[config.mk]
export PLATFORM = sky130hd
export DESIGN_NAME = lz77_encoder
export DESIGN_NICKNAME = d
export VERILOG_FILES = /design/src/rtl/lz77_encoder.sv
export SDC_FILE = /design/constraint.sdc
export NUM_CORES = 1
export LEC_CHECK = 0
export BUFFER_PORTS_ARGS = -buffer_cell sky130_fd_sc_hd__buf_2
export CAP_MARGIN = 20
export CORE_MARGIN = 1.5
export CORE_UTILIZATION = 30
export CTS_CLUSTER_DIAMETER = 100
export CTS_CLUSTER_SIZE = 14
export DETAILED_ROUTE_END_ITERATION = 16
export GPL_ROUTABILITY_DRIVEN = 0
export PLACE_DENSITY = 0.44
export SLEW_MARGIN = 20
export SYNTH_ARGS = -nofsm -noshare
export SYNTH_HDL_FRONTEND = slang
export SYNTH_SLANG_ARGS = --single-unit
[constraint.sdc]
create_clock -name clk -period 12.5 [get_ports clk]
set_clock_uncertainty 0.2 [all_clocks]
set_input_delay 0 -clock clk [delete_from_list [all_inputs] [get_ports clk]]
set_output_delay 0 -clock clk [all_outputs]
set_load 0.03 [all_outputs]
[src/rtl/lz77_encoder.sv]
// Streaming LZ77 encoder: a small look-ahead buffer is matched against a sliding
// history window, one offset per cycle, producing (pos, len, next-char) codes.
module lz77_encoder #(
    parameter int          SEARCH_DEPTH = 7,
    parameter int          MAX_LEN      = 3,
    parameter logic [7:0]  TERM         = 8'h24
) (
    input  logic       clk,
    input  logic       reset,
    input  logic [7:0] chardata,
    input  logic       in_valid,
    output logic       in_ready,
    output logic       encode,
    output logic       code_start,
    output logic [3:0] code_pos,
    output logic [2:0] code_len,
    output logic [7:0] char_nxt,
    output logic       finish
);

    localparam int LA_D = MAX_LEN + 1;
    localparam int LAW  = $clog2(LA_D);
    localparam int HW   = $clog2(SEARCH_DEPTH);
    localparam int CW   = $clog2(LA_D + 1);
    localparam int HCW  = $clog2(SEARCH_DEPTH + 1);

    typedef enum logic [2:0] {IDLE, FILL, SEARCH, EMIT, DONE} state_t;

    state_t         state;
    logic [7:0]     la      [LA_D];
    logic [7:0]     la_n    [LA_D];
    logic [7:0]     hist    [SEARCH_DEPTH];
    logic [CW-1:0]  la_cnt, la_cnt_n, wr;
    logic [HCW-1:0] hist_cnt;
    logic           term_seen;
    logic [3:0]     sp, best_pos, fin_pos;
    logic [2:0]     best_len, fin_len, cand_len, hold_cnt;
    logic           rdy, acc, run, src_ok;
    logic [7:0]     src;

    always_comb begin
        rdy = 1'b0;
        case (state)
            IDLE:    rdy = 1'b1;
            FILL:    rdy = !term_seen && (la_cnt < CW'(LA_D));
            EMIT:    rdy = !term_seen;
            default: rdy = 1'b0;
        endcase
    end

    assign in_ready = rdy & ~reset;
    assign acc      = in_valid & in_ready;

    // Emission shifts the head out while a refill lands behind the shifted tail.
    always_comb begin
        la_n = la;
        wr   = la_cnt;
        if (state == EMIT) begin
            for (int i = 0; i < LA_D - 1; i++) la_n[LAW'(i)] = la[LAW'(i + 1)];
            wr = la_cnt - 1'b1;
        end
        if (acc) la_n[LAW'(wr)] = chardata;
        la_cnt_n = wr + CW'(acc);
    end

    // Source of look-ahead[k] at offset sp lies sp+1 characters earlier; once it
    // passes the history/look-ahead boundary the match runs on its own output.
    always_comb begin
        cand_len = '0;
        run      = 1'b1;
        src      = '0;
        src_ok   = 1'b0;
        for (int k = 0; k < MAX_LEN; k++) begin
            if (k > int'(sp)) begin
                src    = la[LAW'(k - int'(sp) - 1)];
                src_ok = 1'b1;
            end else begin
                src    = hist[HW'(int'(sp) - k)];
                src_ok = (int'(sp) - k) < int'(hist_cnt);
            end
            if (run && src_ok && src == la[LAW'(k)] && k < int'(la_cnt) - 1
                && la[LAW'(k)] != TERM)
                cand_len = cand_len + 1'b1;
            else
                run = 1'b0;
        end
    end

    assign fin_len = (cand_len > best_len) ? cand_len : best_len;
    assign fin_pos = (cand_len > best_len) ? sp : best_pos;

    always_ff @(posedge clk or posedge reset) begin
        if (reset) begin
            state      <= IDLE;
            la_cnt     <= '0;
            hist_cnt   <= '0;
            term_seen  <= 1'b0;
            sp         <= '0;
            best_len   <= '0;
            best_pos   <= '0;
            hold_cnt   <= '0;
            encode     <= 1'b0;
            code_start <= 1'b0;
            code_pos   <= '0;
            code_len   <= '0;
            char_nxt   <= '0;
            finish     <= 1'b0;
            for (int i = 0; i < LA_D; i++) la[LAW'(i)] <= '0;
            for (int i = 0; i < SEARCH_DEPTH; i++) hist[HW'(i)] <= '0;
        end else begin
            la     <= la_n;
            la_cnt <= la_cnt_n;
            if (acc && chardata == TERM) term_seen <= 1'b1;

            if (state == EMIT) begin
                hist[0] <= la[0];
                for (int i = 1; i < SEARCH_DEPTH; i++) hist[HW'(i)] <= hist[HW'(i - 1)];
                if (hist_cnt != HCW'(SEARCH_DEPTH)) hist_cnt <= hist_cnt + 1'b1;
            end

            case (state)
                IDLE: begin
                    if (acc) begin
                        state  <= FILL;
                        encode <= 1'b1;
                    end
                end
                FILL: begin
                    if (la_cnt == CW'(LA_D) || term_seen) begin
                        state    <= SEARCH;
                        sp       <= '0;
                        best_len <= '0;
                        best_pos <= '0;
                    end
                end
                SEARCH: begin
                    best_len <= fin_len;
                    best_pos <= fin_pos;
                    if (sp == 4'(SEARCH_DEPTH - 1)) begin
                        state      <= EMIT;
                        code_start <= 1'b1;
                        code_pos   <= fin_pos;
                        code_len   <= fin_len;
                        char_nxt   <= la[LAW'(fin_len)];
                        hold_cnt   <= fin_len;
                    end else begin
                        sp <= sp + 1'b1;
                    end
                end
                EMIT: begin
                    code_start <= 1'b0;
                    if (hold_cnt == '0) begin
                        if (char_nxt == TERM) begin
                            state  <= DONE;
                            finish <= 1'b1;
                            encode <= 1'b0;
                        end else begin
                            state <= FILL;
                        end
                    end else begin
                        hold_cnt <= hold_cnt - 1'b1;
                    end
                end
                default: ;
            endcase
        end
    end

endmodule

Word level (Yosys, flattened, before mapping)
Cells that the tools add are included.
- $add $sub $neg: 10
- equality and inequality tests: 19
- bitwise gates (word level): 8
- reductions and logical operators: 28
- muxes and demuxes: 47
- order comparisons: 13
- operators by type and width (cell ; number):
    $mux W8 ; 10
    $bmux W8 S3 ; 2
    $mux W3 ; 11
    $bmux W8 S2 ; 2
    $bwmux W32 ; 1
    $lt A1 B32 Y1 const A ; 1
    $lt A2 B32 Y1 const A ; 1
    $mux W32 ; 1
    $demux W8 S2 ; 1
    $eq A8 B6 Y1 const B ; 2
    $eq A8 B8 Y1 ; 2
    $mux W16 ; 1
    $ne A8 B6 Y1 const B ; 2
    $pmux W4 S2 ; 2
    $mux W4 ; 3
    $pmux W3 S2 ; 2
    $pmux W3 S4 ; 1
    $logic_and A1 B1 Y1 ; 10
    $ne A2 B2 Y1 const B ; 5
    $reduce_and A2 Y1 ; 5
    $reduce_and A3 Y1 ; 3
    $ge A3 B4 Y1 const B ; 2
    $mux W1 ; 7
    $add A3 B1 Y3 const B ; 2
    35 further kinds ; 46
- input port bits: 11
- logic and storage cells: 147
- bits in registers: 106
- output and inout bits: 19

Logic depth before layout (Yosys ltp)
Gate-level depths: netlist of run 1.
- depth in word-level cells: 20
- mapped depth: 17
- mapped depth without buffers: 12

Worst setup path after synthesis of run 1
No wires, ideal clock.
- kind: register to register
- from: reg sp[0]
- to: reg best_pos[1]
- period minus slack after synthesis: 4.362 ns
- required time: 12.172 ns
- setup time: 0.128 ns
- cell stages (with the launch flop): 18
- setup slack: 8.138 ns
- path buffers: 5
- arrival: 4.035 ns
- cell sequence: dfrtp_1 > buf_6 > buf_4 > buf_1 > inv_2 > ha_1 > clkbuf_1 > clkbuf_1 > inv_1 > ha_1 > a21boi_0 > o21a_1 > o32ai_1 > nand4_1 > nor3b_1 > a21oi_1 > nor3b_2 > mux2_1
- longest elaborated chain between the ends: 17
- elaborated cells on any way between the ends: 36
- classes of those cells: add/sub (4); order compare (4); eq/ne (2); mux (16); bitwise (3); reduce/logical (7)
- RTL lines (item ; RTL line ; source):
    from (decl) ; 36 ; logic [3:0] sp, best_pos, fin_pos;
    from (signal assigned) ; 147 ; sp <= sp + 1'b1;
    branches (longest 13 deep; another with $sub A1 B2 Y2) ; n/a ;
    $mux W3 (*) ; 81 ; if (run && src_ok && src == la[LAW'(k)] && k < int'(la_cnt) - 1
    $gt A3 B3 Y1 (*) ; 90 ; assign fin_pos = (cand_len > best_len) ? sp : best_pos;
    $mux W4 (*) ; 90 ;
    $pmux W4 S2 (*) ; 121 ; case (state)
    to (signal assigned) ; 138 ; best_pos <= fin_pos;
    to (decl) ; 36 ;
Every way passes the cells marked *. The select of a mux whose other input is x is not followed.
A chain may end at the register's enable or synchronous reset.

Worst setup path after layout of run 1
- from: reg sp[1]
- to: reg char_nxt[1]
- longest elaborated chain between the ends: 20
- elaborated cells on any way between the ends: 41
- classes of those cells: add/sub (4); order compare (4); eq/ne (3); mux (18); bitwise (4); reduce/logical (8)
- RTL lines (item ; RTL line ; source):
    branches (longest 20 deep; another with $sub A1 B2 Y2) ; n/a ;
    to (signal assigned) ; 144 ; char_nxt <= la[LAW'(fin_len)];
    to (decl) ; 17 ; output logic [7:0] char_nxt,
Several ways; the timed one is not identified. The select of a mux whose other input is x is not followed.

==> run_results.csv, run 1 <==
group,metric,value,unit
logic_synthesis,synth.cell_area,0.00602,sq mm
clock_network,cts_resized,0,
floorplanning,die_h,145,um
logic_synthesis,synthCells,573,
sta,tightest_slew,969,ps
cells_and_area,syn2layout_area_growth,13.1,%
pwr,peakVddDrop,84.7,uV
logic_synthesis,ys.warnings.count,24,
logic_synthesis,synth.distinct_cells,60,
route,wl,16100,um
worst_setup_path,crit_type,"reg -> reg",
worst_setup_path,crit_fanout,23,
pwr,leakage,2.97,nW
logic_synthesis,yosysTopAreaCellShare,37.4,%
sta,rsz0062_at_grt,"false",
clock_network,cts_tree,"done",
worst_setup_path,crit_path_end_kind,"flip-flop",
route,firstDrtPassIters,5,
floorplanning,die_w,145,um
clock_network,cts_sinks,106,
worst_setup_path,reg2reg_depth,10,
cells_and_area,final_nets,621,
logic_synthesis,yosysTopAreaCell,"dfrtp_1",
route,ant_nets,0,
place,io_buffers,29,
clock_network,cts_root_buffer,"clkbuf_16",
route,viasPerCell,5.16,
floorplanning,io-pin-count,30,
pwr,p_per_area,268,mW/mm^2
route,wl_per_cell,18.7,um
global_routing,grt.total_usage,16.6,%
sta,drv_slew,0,
sta,setup_viol,0,
worst_setup_path,cp_data_arrival_time,5040,ps
logic_synthesis,seq_area_frac_synth,45.4,%
sta,finalCritPeriodShare,39.7,%
logic_synthesis,ys_ff_latch,106,
clock_network,cts_buffers,9,
global_routing,antenna_found_initial,0,
floorplanning,rows,51,
sta,max_freq,201,MHz
floorplanning,core,0.0196,sq mm
route,drc,0,
floorplanning,dieArea,0.0209,sq mm
sta,finalHoldViolCount,0,
route,drt_iter0_drc,371,
worst_setup_path,r2r_start,"sp[1]",
clock_network,insertion_delay,370,ps
logic_synthesis,syn_avg_cell_area,10.5,sq um
global_routing,grt_overflow,0,
worst_setup_path,slowest_stage,"dfrtp_1",
sta,slew_headroom,35.2,%
global_routing,grt_first_pass_wirelength,25800,um
sta,finalCriticalPeriod,4970,ps
worst_setup_path,r2r_end,"char_nxt[1]",
logic_synthesis,synthArstFlopShare,84.9,%
min_path,hold_path_class,"in -> async",
place,dp_hpwl,11600,um
logic_synthesis,synth_area_leaders,"dfrtp_1 37%, edfxtp_1 8.0%, mux2i_1 6.3%",
cells_and_area,drive_gt1_share,19.2,%
worst_setup_path,start_kind,"flip-flop",
worst_setup_path,slowest_delay,980,ps
global_routing,grt_pass1_vias,4507,
clock_network,cts.clk_slew.worst_paths,80,ps
global_routing,grt_max_degree,56,
worst_setup_path,path_cells,"inv_1 > ha_1 > mux4_2 > a222oi_1 > nor3_1 > a2111o_1 > or4_4 > o211ai_4 > nor2_1 > o31ai_2",
run,cap_violations,0,
logic_synthesis,synth_nets,600,
logic_synthesis,synthTopCellsByCount,"90 x dfrtp_1, 59 x nand2_1, 38 x mux2i_1",
logic_synthesis,synth_edf_count,16,
worst_setup_path,r2r_slack,7530,ps
worst_setup_path,cp.required,12570,ps
logic_synthesis,synth_flop_cell,"dfrtp_1",
clock_network,cts_buffer_depth,2,
status,status,"finished clean",
floorplanning,start_util,30.7,%
cells_and_area,diodes,0,
clock_network,h-tree-depth,3,
sta,tns,0,ps
cells_and_area,post-route-util,34.7,%
route,num_vias,4455,
logic_synthesis,yosysMostFrequentCell,"dfrtp_1",
-- per-layer routing --
layer / up-vias / share of wire, % / GRT usage (%)
li1: 2129 / - / -
met1: 2203 / 48 / 23.3
met2: 98 / 46 / 26.2
met3: 25 / 3.6 / 2.72
met4: 0 / 1.9 / 5.37
met5: - / 0 / 0
-- cells by family after synthesis --
group	count (synthesis)	synth area share, %
buffers and inverters	57	3.81
flip-flops	106	45.4
adder cells (fa/ha/maj)	16	3.33
multiplexers	86	17.9
AO/OA/AOI/OAI	118	13.0
XOR/XNOR	12	1.75
AND/OR/NAND/NOR	178	14.7
-- worst max-delay path, delay by kind of cell (launching register included) --
| kind | cells | cell delay [ps] |
|---|---|---|
| buf+inv | 1 | 240 |
| flops | 1 | 980 |
| fa+ha+maj | 1 | 950 |
| mux | 1 | 430 |
| compound gates | 4 | 1380 |
| simple gates | 3 | 690 |
-- timing repair --
item,CTS,global route
buffers inserted,0,0
hold buffers,10,0
hold endpoints to repair,70,0
-- layout make-up --
cell class | count | area, sq um
clock buffers | 9 | 225
clock inverters | 7 | 86.3
fillers | 1984 | 12800
repair buffers | 44 | 283
multi-input cells | 410 | 3060
flip-flops and latches | 106 | 2730
well taps | 265 | 332
inverters | 23 | 87.6
-- placed cells by master, fill, tap and decap left out, drive strengths merged, types with 3 or more instances in the layout --
cell type    count
mux4            14
nand4            4
nand2           59
clkinv           6
nor3b            8
nor2            35
o21ai           52
nand2b           9
nor4             6
dlygate4sd3     10
nand3           11
edfxtp          16
nor4b            4
nor2b            6
mux2            34
dfrtp           90
or4              5
xnor2            8
nor3            17
o31ai            9
o21a             4
and2             3
a22oi            3
clkbuf           9
and3             3
nand3b           4
o22ai            7
a21oi           17
ha              16
xor2             4
inv             24
mux2i           38
buf             34
a211oi           7
-- metrics by stage --
stage | hold slack, ps | power (mW) | instance area, sq um | instances | setup WS, ps
3_3_place_gp | -108 | 1.52 | 6390 | 838 | 7740
3_5_place_dp | -99.4 | 1.54 | 6390 | 838 | 7610
2_1_floorplan | -101 | 1.29 | 6020 | 573 | 8140
4_1_cts | 70.3 | 1.84 | 6800 | 864 | 7570
5_1_grt | 125 | 1.97 | 6810 | 864 | 7310
6_report | 53.6 | 1.82 | 6810 | 864 | 7530
-- worst max path at each step --
stage | startpoint | to | slack (ps) | cells after the start
after floorplan | sp[0] | best_pos[1] | 8140 | 17
after global placement | sp[1] | char_nxt[3] | 7740 | 10
after detailed placement | sp[1] | char_nxt[5] | 7610 | 10
after CTS | sp[1] | char_nxt[1] | 7570 | 10
after global routing | sp[1] | best_pos[1] | 7310 | 10
final | sp[1] | char_nxt[1] | 7530 | 10
-- power by group --
part           internal (mW)  total [mW]  switching [mW]
combinational          0.395       0.915           0.520
sequential             0.459       0.618           0.159
clock                  0.143       0.291           0.148
total                  0.997        1.82           0.826
Power figures use the tool's default switching activity.
==> inputs of run 2 (changes only) <==
--- a/config.mk
+++ b/config.mk
@@ -13,7 +13,7 @@
 export CTS_CLUSTER_SIZE = 14
 export DETAILED_ROUTE_END_ITERATION = 16
 export GPL_ROUTABILITY_DRIVEN = 0
-export PLACE_DENSITY = 0.44
+export PLACE_DENSITY = 0.45
 export SLEW_MARGIN = 20
 export SYNTH_ARGS = -nofsm -noshare
 export SYNTH_HDL_FRONTEND = slang
==> constraint.sdc (replaced) <==
create_clock -name clk -period 3.99 [get_ports clk]
set_clock_uncertainty 0.2 [all_clocks]
set_input_delay 0 -clock clk [delete_from_list [all_inputs] [get_ports clk]]
set_output_delay 0 -clock clk [all_outputs]
set_load 0.03 [all_outputs]
==> run 2 against run 1 <==
Against the previous run:
- cell area up 2.1%
- final cell count up 1.9%
- count of clock-buffer cells in the layout unchanged
- non-clock buffer count up 16
- flip-flop and latch count unchanged
- critical path depth up 1
- combinational power rose to 3.3 times the previous value
- die area unchanged
- critical path type unchanged
- largest cell class unchanged
==> run_results.csv, run 2 (synthesis gave the netlist of run 1 again) <==
group,metric,value,unit
floorplanning,core,0.0196,sq mm
route,viasPerCell,5.24,
clock_network,cts_buffer_depth,2,
pwr,p_per_area,845,mW/mm^2
route,ant_nets,0,
sta,worst_slack,235,ps
sta,finalCriticalPeriod,3760,ps
global_routing,grt_overflow,0,
cells_and_area,fillers,2006,
route,drt_iter0_drc,264,
worst_setup_path,crit_path_end_kind,"flip-flop",
route,num_vias,4614,
worst_setup_path,r2r_start,"sp[0]",
clock_network,cts.clk_slew.worst_paths,80,ps
sta,rsz0062_at_grt,"false",
pwr,power,5.87,mW
place,io_buffers,29,
worst_setup_path,cp_data_arrival_time,3820,ps
clock_network,cts_tree,"done",
place,pre_cts_ws,287,ps
sta,finalHoldViolCount,0,
worst_setup_path,critPathLaunch,"sp[0]",
route,wl,16500,um
global_routing,antenna_found_initial,0,
worst_setup_path,start_kind,"flip-flop",
floorplanning,die_w,145,um
cells_and_area,drive_gt1_share,21.1,%
cells_and_area,most-common-layout-cells,"90 x dfrtp_1, 58 x nand2_1, 38 x mux2i_1",
pwr,peakVddDrop,278,uV
pwr,leakage,3.05,nW
sta,tightest_slew,906,ps
sta,slew_headroom,39.6,%
cells_and_area,final_nets,637,
cells_and_area,diodes,0,
cells_and_area,final_common_cell,"dfrtp_1",
cells_and_area,ff_latch_area,0.00273,sq mm
route,wl_per_cell,18.7,um
global_routing,grt_max_degree,41,
floorplanning,rows,51,
floorplanning,die_h,145,um
min_path,min_from,"in_valid",
global_routing,grt_pass1_vias,4641,
worst_setup_path,cp.required,4060,ps
sta,drv_slew,0,
clock_network,cts_buffers,9,
global_routing,grt_first_pass_wirelength,26500,um
run,cap_violations,0,
clock_network,h-tree-depth,3,
clock_network,insertion_delay,360,ps
floorplanning,io-pin-count,30,
status,status,"finished clean",
worst_setup_path,crit_type,"reg -> reg",
sta,hold-worst-slack,16.1,ps
sta,max_freq,266,MHz
clock_network,cts_sinks,106,
floorplanning,start_util,30.7,%
clock_network,cts_resized,0,
sta,finalCritPeriodShare,94.1,%
clock_network,cts_root_buffer,"clkbuf_16",
cells_and_area,syn2layout_area_growth,15.5,%
sta,setup_viol,0,
global_routing,grt.total_usage,16.9,%
cells_and_area,multi_input_area,0.00306,sq mm
floorplanning,dieArea,0.0209,sq mm
min_path,hold_path_class,"in -> reg",
route,firstDrtPassIters,5,
sta,tns,0,ps
place,dp_hpwl,12100,um
route,drc,0,
worst_setup_path,crit_fanout,9,
-- run 2: cell types whose count changed in the layout (fill, tap and decap cells not counted), sizes merged --
cell and change:
clkinv -2, buf +16, inv +2
-- run 2: critical path: stages, from the launching register on --
cell and delay (ps):
dfrtp_1 410, inv_2 120, ha_1 490, buf_4 260, mux2i_1 110, o21ai_0 280
a32oi_1 150, a2111o_1 460, or4_4 580, o211ai_4 300, nor2_1 90, o31ai_2 190
-- run 2: area by class of cell --
class                      instances  area share, %
sequential                       106           39.3
timing repair buffer              60           5.98
clock inverter                     7           1.42
clock buffer                       9           3.24
inverter                          23           1.26
tap                              265           4.77
multi-input combinational        410           44.0
-- run 2: power breakdown --
group	switching [mW]	leakage (nW)	total (mW)	internal, mW
Combinational	1.70	1.59	3.04	1.33
Clock	0.484	0.157	0.946	0.462
Sequential	0.452	1.31	1.89	1.44
-- run 2: routing by layer --
metal | wire length (um) | share of wire, % | track usage, % | vias up
met5 | 0 | 0 | 0 | -
met4 | 235 | 1.4 | 4.31 | 0
met3 | 601 | 3.6 | 3.25 | 14
met2 | 7670 | 47 | 26.4 | 100
met1 | 7980 | 48 | 23.9 | 2340
li1 | - | - | - | 2160
-- run 2: final timing paths --
path | to | slack (ps) | cells past startpoint
min in group asynchronous | code_len[0] | 500 | 4
worst max register to register | char_nxt[4] | 230 | 11
worst max-delay path | char_nxt[4] | 230 | 11
worst min register to register | code_pos[2] | 260 | 2
max in group asynchronous | hist[30] | 2240 | 5
worst min-delay path | encode | 20 | 4
-- run 2: stage by stage --
step | instances | util (%) | cell area (sq um)
2_1_floorplan | 573 | - | 6020
3_3_place_gp | 854 | 33.3 | 6530
3_5_place_dp | 854 | 33.3 | 6530
4_1_cts | 880 | 35.5 | 6950
5_1_grt | 880 | 35.5 | 6950
6_report | 880 | 35.5 | 6950
-- run 2: timing repair --
| item | in CTS | in global routing |
|---|---|---|
| endpoints found under the hold margin | 123 | 0 |
| endpoints found under the setup margin | 0 | 0 |
| hold buffers | 10 | 0 |
| buffers inserted | 0 | 0 |
